--- config.mk ---
export PLATFORM = sky130hd
export DESIGN_NAME = packed_add_pipe
export DESIGN_NICKNAME = d
export VERILOG_FILES = /design/src/rtl/packed_add_pkg.sv /design/src/rtl/packed_add_pipe_slice_adder.sv /design/src/rtl/packed_add_pipe.sv
export SDC_FILE = /design/constraint.sdc
export NUM_CORES = 1
export LEC_CHECK = 0
export ABC_AREA = 1
export CORE_MARGIN = 1
export CORE_UTILIZATION = 56
export CTS_CLUSTER_DIAMETER = 120
export DETAILED_ROUTE_END_ITERATION = 6
export GPL_ROUTABILITY_DRIVEN = 0
export HOLD_SLACK_MARGIN = 0.02
export PLACE_DENSITY = 0.86
export REMOVE_ABC_BUFFERS = 1
export SLEW_MARGIN = 20
export SYNTH_ARGS = -nofsm -noshare
export SYNTH_HDL_FRONTEND = slang
export SYNTH_SLANG_ARGS = --single-unit
export TNS_END_PERCENT = 100
--- constraint.sdc ---
create_clock -name clk -period 4.9 [get_ports clk]
set_clock_uncertainty 0.2 [all_clocks]
set_input_delay 0.49 -clock clk [delete_from_list [all_inputs] [get_ports clk]]
set_output_delay 0.49 -clock clk [all_outputs]
set_load 0.005 [all_outputs]
--- src/rtl/packed_add_pkg.sv ---
// Shared width codes and lane/saturation helpers for the partitioned adder pipeline.
package packed_add_pkg;

  localparam int unsigned W_SLICE   = 0;
  localparam int unsigned W_PAIR    = 1;
  localparam int unsigned W_QUAD    = 2;

  localparam int unsigned SAT_MAX_W = 32;
  localparam int unsigned SAT_IDX_W = $clog2(SAT_MAX_W);

  // True when slice i is the lowest slice of a lane spanning 2^width slices.
  function automatic logic lane_start(input int unsigned i, input int unsigned width);
    int unsigned mask;
    mask = (32'd1 << width) - 32'd1;
    return (i & mask) == 32'd0;
  endfunction

  // Saturation pattern for the top slice of an overflowing lane, in the low slice_w bits.
  // The lower slices of the lane take the replicated fill bit (bit 0 of this pattern).
  function automatic logic [SAT_MAX_W-1:0] sat_value(input logic        sign,
                                                     input logic        sub,
                                                     input logic        msb_a,
                                                     input int unsigned slice_w);
    logic                 fill;
    logic [SAT_MAX_W-1:0] v;
    fill = sign ? ~msb_a : ~sub;
    v    = fill ? ((SAT_MAX_W'(1) << slice_w) - SAT_MAX_W'(1)) : '0;
    if (sign) begin
      v[SAT_IDX_W'(slice_w - 32'd1)] = msb_a;
    end
    return v;
  endfunction

endpackage

--- src/rtl/packed_add_pipe_slice_adder.sv ---
// One SLICE_W-bit ripple slice; exposes carry-out and the carry into its MSB.
module slice_adder
  import packed_add_pkg::*;
#(
  parameter int unsigned SLICE_W = 4  // must be >= 2
) (
  input  logic [SLICE_W-1:0] i_a,
  input  logic [SLICE_W-1:0] i_b,
  input  logic               i_cin,
  output logic [SLICE_W-1:0] o_sum,
  output logic               o_cout,
  output logic               o_cmsb
);

  logic [SLICE_W-1:0] w_low;
  logic [1:0]         w_msb;

  // Bits below the MSB, with their carry landing in the top bit of w_low.
  assign w_low  = {1'b0, i_a[SLICE_W-2:0]} + {1'b0, i_b[SLICE_W-2:0]} + SLICE_W'(i_cin);
  assign w_msb  = 2'(i_a[SLICE_W-1]) + 2'(i_b[SLICE_W-1]) + 2'(w_low[SLICE_W-1]);

  assign o_sum  = {w_msb[0], w_low[SLICE_W-2:0]};
  assign o_cout = w_msb[1];
  assign o_cmsb = w_low[SLICE_W-1];

endmodule

--- src/rtl/packed_add_pipe.sv ---
// Two-stage partitioned add/sub with per-lane saturation and overflow flags.
// Optional sticky overflow accumulation under `PACKED_ADD_STICKY_EN.
module packed_add_pipe
  import packed_add_pkg::*;
#(
  parameter  int unsigned NUM_SLICES = 4,
  parameter  int unsigned SLICE_W    = 4,
  localparam int unsigned W          = NUM_SLICES * SLICE_W,
  localparam int unsigned WC_W       = $clog2(NUM_SLICES)
) (
  input  logic                  clk,
  input  logic                  rst_n,
  input  logic                  in_valid,
  output logic                  in_ready,
  input  logic [W-1:0]          a,
  input  logic [W-1:0]          b,
  input  logic [WC_W-1:0]       width,
  input  logic                  sub,
  input  logic                  sign,
  input  logic                  saturate,
  output logic                  out_valid,
  input  logic                  out_ready,
  output logic [W-1:0]          result,
  output logic [NUM_SLICES-1:0] ovf,
  output logic [NUM_SLICES-1:0] sticky_ovf,
  input  logic                  flag_clr
);

  localparam int unsigned LOG2_N = WC_W;

  logic                  w_en;
  logic [W-1:0]          w_b_eff;
  int unsigned           w_width_eff;
  logic [W-1:0]          w_sum_all;
  logic [NUM_SLICES-1:0] w_cout_all;
  logic [NUM_SLICES-1:0] w_cmsb_all;
  logic [NUM_SLICES-1:0] w_top;
  logic [NUM_SLICES-1:0] w_amsb;

  logic                  r1_valid;
  logic [W-1:0]          r1_sum;
  logic [NUM_SLICES-1:0] r1_cout;
  logic [NUM_SLICES-1:0] r1_cmsb;
  logic [NUM_SLICES-1:0] r1_top;
  logic [NUM_SLICES-1:0] r1_amsb;
  logic                  r1_sub;
  logic                  r1_sign;
  logic                  r1_sat;

  logic [W-1:0]          w_result;
  logic [NUM_SLICES-1:0] w_ovf;

  logic                  r2_valid;
  logic [W-1:0]          r2_result;
  logic [NUM_SLICES-1:0] r2_ovf;

  assign w_en     = !r2_valid || out_ready;
  assign in_ready = w_en;
  assign w_b_eff  = sub ? ~b : b;

  // Codes wider than the word collapse to one full-word lane.
  always_comb begin
    w_width_eff = 32'(width);
    if (w_width_eff > LOG2_N - 32'd1) begin
      w_width_eff = LOG2_N;
    end
  end

  for (genvar gi = 0; gi < NUM_SLICES; gi++) begin : g_slice
    logic               w_cin;
    logic               w_cout;
    logic               w_cmsb;
    logic [SLICE_W-1:0] w_sum;

    // Carry enters fresh at a lane boundary, otherwise ripples from the slice below.
    if (gi == 0) begin : g_first
      assign w_cin = sub;
    end else begin : g_rest
      assign w_cin = lane_start(gi, w_width_eff) ? sub : g_slice[gi-1].w_cout;
    end

    if (gi == NUM_SLICES - 1) begin : g_hi
      assign w_top[gi] = 1'b1;
    end else begin : g_lo
      assign w_top[gi] = lane_start(gi + 1, w_width_eff);
    end

    slice_adder #(.SLICE_W(SLICE_W)) u_slice (
      .i_a    (a[gi*SLICE_W +: SLICE_W]),
      .i_b    (w_b_eff[gi*SLICE_W +: SLICE_W]),
      .i_cin  (w_cin),
      .o_sum  (w_sum),
      .o_cout (w_cout),
      .o_cmsb (w_cmsb)
    );

    assign w_sum_all[gi*SLICE_W +: SLICE_W] = w_sum;
    assign w_cout_all[gi]                   = w_cout;
    assign w_cmsb_all[gi]                   = w_cmsb;
    assign w_amsb[gi]                       = a[gi*SLICE_W + SLICE_W - 1];
  end

  // Stage 1: raw per-slice sums, carries and lane control.
  always_ff @(posedge clk or negedge rst_n) begin
    if (!rst_n) begin
      r1_valid <= 1'b0;
      r1_sum   <= '0;
      r1_cout  <= '0;
      r1_cmsb  <= '0;
      r1_top   <= '0;
      r1_amsb  <= '0;
      r1_sub   <= 1'b0;
      r1_sign  <= 1'b0;
      r1_sat   <= 1'b0;
    end else if (w_en) begin
      r1_valid <= in_valid;
      if (in_valid) begin
        r1_sum  <= w_sum_all;
        r1_cout <= w_cout_all;
        r1_cmsb <= w_cmsb_all;
        r1_top  <= w_top;
        r1_amsb <= w_amsb;
        r1_sub  <= sub;
        r1_sign <= sign;
        r1_sat  <= saturate;
      end
    end
  end

  for (genvar gi = 0; gi < NUM_SLICES; gi++) begin : g_sat
    logic               w_raw;
    logic               w_lane_ovf;
    logic               w_lane_amsb;
    logic               w_fill;
    logic [SLICE_W-1:0] w_sat_val;

    assign w_raw = r1_sign ? (r1_cmsb[gi] ^ r1_cout[gi]) : (r1_cout[gi] ^ r1_sub);

    // Lane verdict and a's lane MSB propagate down from the lane's top slice.
    if (gi == NUM_SLICES - 1) begin : g_hi
      assign w_lane_ovf  = w_raw;
      assign w_lane_amsb = r1_amsb[gi];
    end else begin : g_lo
      assign w_lane_ovf  = r1_top[gi] ? w_raw       : g_sat[gi+1].w_lane_ovf;
      assign w_lane_amsb = r1_top[gi] ? r1_amsb[gi] : g_sat[gi+1].w_lane_amsb;
    end

    assign w_fill    = r1_sign ? ~w_lane_amsb : ~r1_sub;
    assign w_sat_val = r1_top[gi] ? SLICE_W'(sat_value(r1_sign, r1_sub, w_lane_amsb, SLICE_W))
                                  : {SLICE_W{w_fill}};

    assign w_ovf[gi] = r1_top[gi] & w_raw;
    assign w_result[gi*SLICE_W +: SLICE_W] = (r1_sat && w_lane_ovf) ? w_sat_val
                                                                    : r1_sum[gi*SLICE_W +: SLICE_W];
  end

  // Stage 2: final result and overflow flags, held while stalled.
  always_ff @(posedge clk or negedge rst_n) begin
    if (!rst_n) begin
      r2_valid  <= 1'b0;
      r2_result <= '0;
      r2_ovf    <= '0;
    end else if (w_en) begin
      r2_valid <= r1_valid;
      if (r1_valid) begin
        r2_result <= w_result;
        r2_ovf    <= w_ovf;
      end
    end
  end

  assign out_valid = r2_valid;
  assign result    = r2_result;
  assign ovf       = r2_ovf;

`ifdef PACKED_ADD_STICKY_EN
  logic [NUM_SLICES-1:0] r_sticky;

  // Clear drops old bits; flags from a concurrent handshake still land.
  always_ff @(posedge clk or negedge rst_n) begin
    if (!rst_n) begin
      r_sticky <= '0;
    end else begin
      r_sticky <= (flag_clr ? '0 : r_sticky) | ((r2_valid && out_ready) ? r2_ovf : '0);
    end
  end

  assign sticky_ovf = r_sticky;
`else
  logic w_unused_flag_clr;

  assign w_unused_flag_clr = flag_clr;
  assign sticky_ovf        = '0;
`endif

endmodule

==> impl_metrics.json, run 1 <==
{
  "die_height_um": 78.5,
  "async_flop_share": 1.00,
  "grt_max_degree": 57,
  "initial_core_util": 0.587,
  "critPathCaptureType": "flip-flop",
  "cts_tree": "done",
  "fillCellCount": 391,
  "grt_pass1_vias": 2666,
  "antenna_cells": 0,
  "cts.sinks": 56,
  "wl_um": 7480,
  "rsz0062_at_grt": "true",
  "avgSynthCellArea_um2": 8.59,
  "area_growth_pct": 30.1,
  "fin_crit_ns": 5.10,
  "clkTransAtPathRegs_ns": 0.09,
  "p_leak_uw": 0.00200,
  "synth_top_cell_by_area": "dfrtp_1",
  "die_w_um": 78.5,
  "crit_fanout": 3,
  "via_per_inst": 5.26,
  "cts-root-buf": "clkbuf_8",
  "ir_drop_mv": 0.187,
  "synthFlopType": "dfrtp_1",
  "yosys_warnings": 0,
  "slew_violations": 0,
  "synthTopCellsByCount": "nand2_1, dfrtp_1, o21ai_0",
  "io_pins": 68,
  "grt.total_usage": 0.255,
  "period_share": 1.04,
  "violations": "negative setup slack",
  "fmaxAchievable_ghz": 0.196,
  "fin_nets": 519,
  "netlist_area_mm2": 0.00327,
  "tns_ns": -0.544,
  "clk_latency_ns": 0.31,
  "drc": 0,
  "ant_nets": 0,
  "crit_path_start_kind": "input pin",
  "core_area_mm2": 0.00557,
  "muxShareOfSynthArea": 0.00344,
  "cts_max_path_buffers": 2,
  "setup_violations": 3,
  "synth_xor_area_frac": 0.0535,
  "setup_slack_ns": -0.198,
  "initialDrtViolationCount": 261,
  "yosys.area_share.simple": 0.216,
  "grt_pass1_wl_um": 12100,
  "synth_top_family_by_area": "simple AND/OR/NAND/NOR gates",
  "cp.arrival_ns": 5.08,
  "cts_made_buffers": 5,
  "grt-ovfl-total": 0,
  "drive_gt1_frac": 0.181,
  "synth-adder-area-share": 0.0979,
  "crit_type": "input pin to flip-flop",
  "synth_compound_area_frac": 0.119,
  "antenna_found_initial": 0,
  "portBuffers": 62,
  "synth_edf_count": 0,
  "finalHoldViolCount": 0,
  "row_count": 27,
  "die_area_mm2": 0.00615,
  "wl_per_cell_um": 14.1,
  "fin_util": 0.764,
  "crit_required_ns": 4.88,
  "drt_pass1_iterations": 4,
  "hp-class": "input pin to async pin",
  "synth_cell_types": 34,
  "dpl.hpwl_um": 5490,
  "powerDensity_mw_per_mm2": 381,
  "tightest_slew_ns": 0.694,
  "yosysTopAreaCellShare": 0.428,
  "ys_ff_latch": 56,
  "relSlewSlack": 0.538,
  "dr_total_vias": 2792,
  "cts_hold_buf": 0,
  "maxCapViolCount": 0,
  "yosysMostFrequentCell": "nand2_1",
  "htree_levels": 2,
  "ys_seq_area_frac": 0.428,
  "netlist_instances": 381,
  "status": "complete, but fails checks",
  "synthTopCellsByArea": "dfrtp_1, nand2_1, o21ai_0"
}
==> area by class of cell <==
cell class              instances  area (um^2)  area share
flip-flops and latches         56         1400       0.329
multi-input cells             271         1730       0.406
clock buffers                   6         82.6      0.0194
inverters                      38          143      0.0335
clock inverters                 2         10.0     0.00235
well taps                      72         90.1      0.0212
repair buffers                 86          802       0.188
==> critical path: stages <==
cell      delay (ns)
buf_8           0.10
xor2_4          0.18
ha_4            0.28
nand3_2         0.08
nand2_2         0.08
inv_2           0.04
fa_2            0.36
o21ai_2         0.08
nand2_2         0.08
fa_2            0.35
nor2_2          0.15
a211oi_2        0.08
fa_2            0.38
nand2_2         0.07
o21ai_2         0.06
fa_2            0.37
nor2_2          0.14
a211oi_2        0.07
fa_2            0.39
o21ai_2         0.09
nand2_2         0.09
fa_2            0.38
buf_6           0.13
fa_2            0.51
o21ai_1         0.06
==> layer usage <==
metal / vias to the layer above / track usage / share of wire
met1: 1324 / 0.329 / 0.41
met3: 10 / 0.0360 / 0.051
met5: - / 0 / 0
met2: 89 / 0.439 / 0.53
met4: 0 / 0.0889 / 0.013
li1: 1369 / - / -
==> layout by cell type (no fill, tap or decap), types with 8 or more instances in the layout <==
master	count
buf_4	23
nand3_2	8
nand2_1	96
xnor2_1	11
nand3_1	17
dfrtp_1	56
nor2_1	15
clkdlybuf4s50_1	54
o21ai_0	37
inv_1	35
nand2_2	9
a21oi_1	10
==> flip-flops by register name (all words and copies together) (netlist names), 3 cells and up <==
name     cells
result      16
r1_top       3
r1_sum      16
r1_cout      4
ovf          4
r1_cmsb      4
r1_amsb      4
==> power breakdown <==
| part | leakage, uW | switching [uW] | internal (uW) |
|---|---|---|---|
| Combinational | 0.00127 | 329 | 338 |
| Sequential | 0.000680 | 96.9 | 596 |
| Clock | 0.0000510 | 147 | 113 |
| Total | 0.00200 | 574 | 1050 |
==> worst paths after layout <==
path,from,to,slack (ns),depth (start not counted)
min,rst_n,r1_sum[10],0.09,2
min reg2reg,ovf[0],ovf[0],0.29,2
min in group clk,ovf[0],ovf[0],0.29,2
max reg2reg,r1_sign,result[2],2.79,10
max in group asynchronous,rst_n,r1_sum[13],3.94,2
max,b[2],r1_sum[13],-0.20,25
==> through the flow <==
step | instance area (um^2) | worst slack (ns) | hold WS (ns) | total power, uW | std cells
floorplan | 3160 | -0.598 | -0.00559 | 1020 | 365
global placement | 4020 | -1.24 | 0.242 | 1290 | 519
detailed placement | 4020 | -1.54 | 0.267 | 1330 | 519
CTS | 4230 | -0.304 | 0.124 | 1610 | 528
global route | 4260 | -0.309 | 0.168 | 1730 | 531
finish | 4260 | -0.198 | 0.0886 | 1620 | 531
==> cells by family after synthesis <==
logic type | after synthesis
AO/OA/AOI/OAI | 72
XOR/XNOR | 20
adder cells (fa/ha/maj) | 19
buffers and inverters | 57
flip-flops | 56
multiplexers | 1
other | 1
AND/OR/NAND/NOR | 155
==> repair_timing <==
| action | in CTS | in global routing |
|---|---|---|
| gates resized for setup | 52 | 4 |
| buffers inserted | 2 | 3 |
| endpoints found under the setup margin | 6 | 6 |
| pin swaps | 23 | 11 |
(Power assumes the default switching activity.)
==> run 2, diff against run 1 <==
--- a/config.mk
+++ b/config.mk
@@ -6,16 +6,17 @@
 export NUM_CORES = 1
 export LEC_CHECK = 0
 export ABC_AREA = 1
-export CORE_MARGIN = 1
-export CORE_UTILIZATION = 56
+export CORE_MARGIN = 2
+export CORE_UTILIZATION = 57
 export CTS_CLUSTER_DIAMETER = 120
 export DETAILED_ROUTE_END_ITERATION = 6
 export GPL_ROUTABILITY_DRIVEN = 0
 export HOLD_SLACK_MARGIN = 0.02
-export PLACE_DENSITY = 0.86
+export PLACE_DENSITY = 0.87
 export REMOVE_ABC_BUFFERS = 1
 export SLEW_MARGIN = 20
 export SYNTH_ARGS = -nofsm -noshare
 export SYNTH_HDL_FRONTEND = slang
+export SYNTH_HIERARCHICAL = 1
 export SYNTH_SLANG_ARGS = --single-unit
 export TNS_END_PERCENT = 100
==> run 2 against run 1 <==
  * The flow still finishes with violations (negative setup slack)
  * First-iteration DRC count fell by 6.9%
  * Non-clock buffer count is 4 lower
  * Fmax down 6.0%
  * Register-to-register slack lost 0.16 ns
  * Combinational power up 5.1%
  * Area after synthesis rose by 7.6%
  * Synthesized cell count up 21%
  * Sequential power fell by 0.9%
  * Cell area rose by 5.3%
  * Setup slack worse by 0.33 ns
  * Clock power rose by 31%
  * Final cell count increased by 15%
  * Critical endpoint is now r1_sum[15]
  * Largest cell class unchanged
  * Highest routed layer unchanged
==> impl_metrics.json, run 2 <==
{
  "relSlewSlack": 0.425,
  "io_pins": 68,
  "yosysMostFrequentCell": "nand2_1",
  "finalPower_uw": 1730,
  "grt_max_degree": 57,
  "portBuffers": 62,
  "dr_total_vias": 3116,
  "ir_drop_mv": 0.204,
  "via_per_inst": 5.13,
  "wl_per_cell_um": 13.2,
  "htree_levels": 2,
  "synth-adder-area-share": 0.0966,
  "cts_hold_buf": 0,
  "netlist_instances": 460,
  "muxShareOfSynthArea": 0,
  "fin_util": 0.753,
  "path_common_cell": "inv_2",
  "antenna_cells": 0,
  "drive_gt1_frac": 0.148,
  "synth_top_family_by_area": "simple AND/OR/NAND/NOR gates",
  "rsz0062_at_grt": "true",
  "synthTopCellsByArea": "dfrtp_1, nand2_1, inv_1",
  "critPathCaptureType": "flip-flop",
  "layout_common_cells": "nand2_1, inv_1, dfrtp_1",
  "hp-class": "input pin to async pin",
  "crit_path_start_kind": "input pin",
  "area_growth_pct": 27.3,
  "wl_um": 8030,
  "ys_seq_area_frac": 0.398,
  "violations": "negative setup slack",
  "synthTopCellsByCount": "nand2_1, inv_1, dfrtp_1",
  "slowest_delay_ns": 0.47,
  "drt_pass1_iterations": 5,
  "cts_made_buffers": 5,
  "clkTransAtPathRegs_ns": 0.09,
  "status": "complete, but fails checks",
  "die_area_mm2": 0.00683,
  "p_leak_uw": 0.00235,
  "fin_nets": 595,
  "die_height_um": 82.6,
  "clk_latency_ns": 0.30,
  "cts_tree": "done",
  "period_share": 1.11,
  "ys_ff_latch": 56,
  "cts_max_path_buffers": 2,
  "dpl.hpwl_um": 5650,
  "cts-root-buf": "clkbuf_8",
  "grt-ovfl-total": 0,
  "layout_commonest_cell": "nand2_1",
  "grt_pass1_wl_um": 13500,
  "hold_ws_ns": 0.110,
  "yosysTopAreaCellShare": 0.398,
  "antenna_found_initial": 0,
  "grt.total_usage": 0.260,
  "tightest_slew_ns": 0.862,
  "synth_xor_area_frac": 0.0522,
  "netlist_area_mm2": 0.00352,
  "die_w_um": 82.6,
  "yosys_warnings": 6,
  "slowest_stage": "fa_1",
  "synth_compound_area_frac": 0.0689,
  "tns_ns": -2.08,
  "place_area_mm2": 0.00425,
  "setup_violations": 6,
  "maxCapViolCount": 0,
  "row_count": 28,
  "powerDensity_mw_per_mm2": 386,
  "initialDrtViolationCount": 243,
  "synthFlopType": "dfrtp_1",
  "synth_cell_types": 30,
  "drc": 0,
  "avgSynthCellArea_um2": 7.66,
  "cts.sinks": 56,
  "fmaxAchievable_ghz": 0.184,
  "crit_fanout": 3,
  "setup_slack_ns": -0.524,
  "yosys.area_share.simple": 0.271,
  "crit_type": "input pin to flip-flop",
  "synth_edf_count": 0,
  "stdcell_area_mm2": 0.00449,
  "grt_pass1_vias": 2976,
  "core_area_mm2": 0.00596,
  "ant_nets": 0,
  "finalHoldViolCount": 0,
  "cp.arrival_ns": 5.39,
  "synth_top_cell_by_area": "dfrtp_1",
  "initial_core_util": 0.592,
  "crit_required_ns": 4.86,
  "fin_crit_ns": 5.42,
  "async_flop_share": 1.00,
  "slew_violations": 0
}
==> run 2: cell count changes in the layout (fill, tap and decap cells not counted), moves of 4 or more <==
cell and delta:
inv_2 +9, xor2_1 +7, nand2_1 +68, inv_1 +26
buf_4 -5, o21ai_0 -12, o21ai_1 -5, xnor2_1 -7
nand3_1 +8, nor2_2 +4, nand2_2 -6
==> run 2: worst max-delay path: cells and delay by family <==
| kind | cells | cell delay [ns] |
|---|---|---|
| adder cells (fa/ha/maj) | 8 | 2.86 |
| AND/OR/NAND/NOR | 10 | 0.80 |
| AO/OA/AOI/OAI | 4 | 0.43 |
| buffers and inverters | 13 | 0.80 |
==> run 2: cell families (layout without fill, tap and decap cells) <==
kind of cell | count (synthesis) | count (layout)
compound gates | 46 | 46
simple gates | 223 | 223
flops | 56 | 56
buf+inv | 93 | 163
other cells | 1 | 4
xor+xnor | 21 | 21
fa+ha+maj | 20 | 20
==> run 2: layout make-up <==
cell class              count  area [um^2]
flip-flops and latches     56         1400
repair buffers             82          759
inverters                  74          278
fillers                   443         1470
well taps                  75         93.8
clock buffers               5         68.8
clock inverters             2         60.1
multi-input cells         314         1820
==> run 2: report_power, final <==
part           switching [uW]  total [uW]  leakage (uW)  internal [uW]
combinational             357         702       0.00160            344
sequential               91.2         687      0.000685            596
clock                     142         343     0.0000642            201
==> run 2: path summary, 6_finish.rpt <==
check                      slack, ns         end  startpoint  depth (start not counted)
min                             0.11   r1_sum[9]       rst_n                          2
max                            -0.52  r1_sum[15]         sub                         35
min reg2reg                     0.28   result[4]   result[4]                          2
max in group asynchronous       3.93  r1_sum[14]       rst_n                          2
min in group clk                0.28   result[4]   result[4]                          2
max reg2reg                     2.63   r1_sum[3]   out_valid                          9
==> run 2: timing repair <==
| item | in CTS | in global routing |
|---|---|---|
| buffers inserted | 4 | 1 |
| pin swaps | 26 | 20 |
| endpoints found under the setup margin | 10 | 6 |
| resized for setup | 49 | 8 |
==> run 2: per-stage QoR <==
step           instances  worst slack, ns
3_3_place_gp         597            -1.52
3_5_place_dp         597            -1.76
4_1_cts              607           -0.614
2_1_floorplan        444           -0.884
6_report             608           -0.524
5_1_grt              608           -0.764
==> run 2: layer usage <==
layer / global-route usage / up-vias / part of all wire
met5: 0 / - / 0
met3: 0.0315 / 21 / 0.054
li1: - / 1535 / -
met4: 0.0754 / 0 / 0.025
met2: 0.457 / 108 / 0.50
met1: 0.336 / 1452 / 0.42
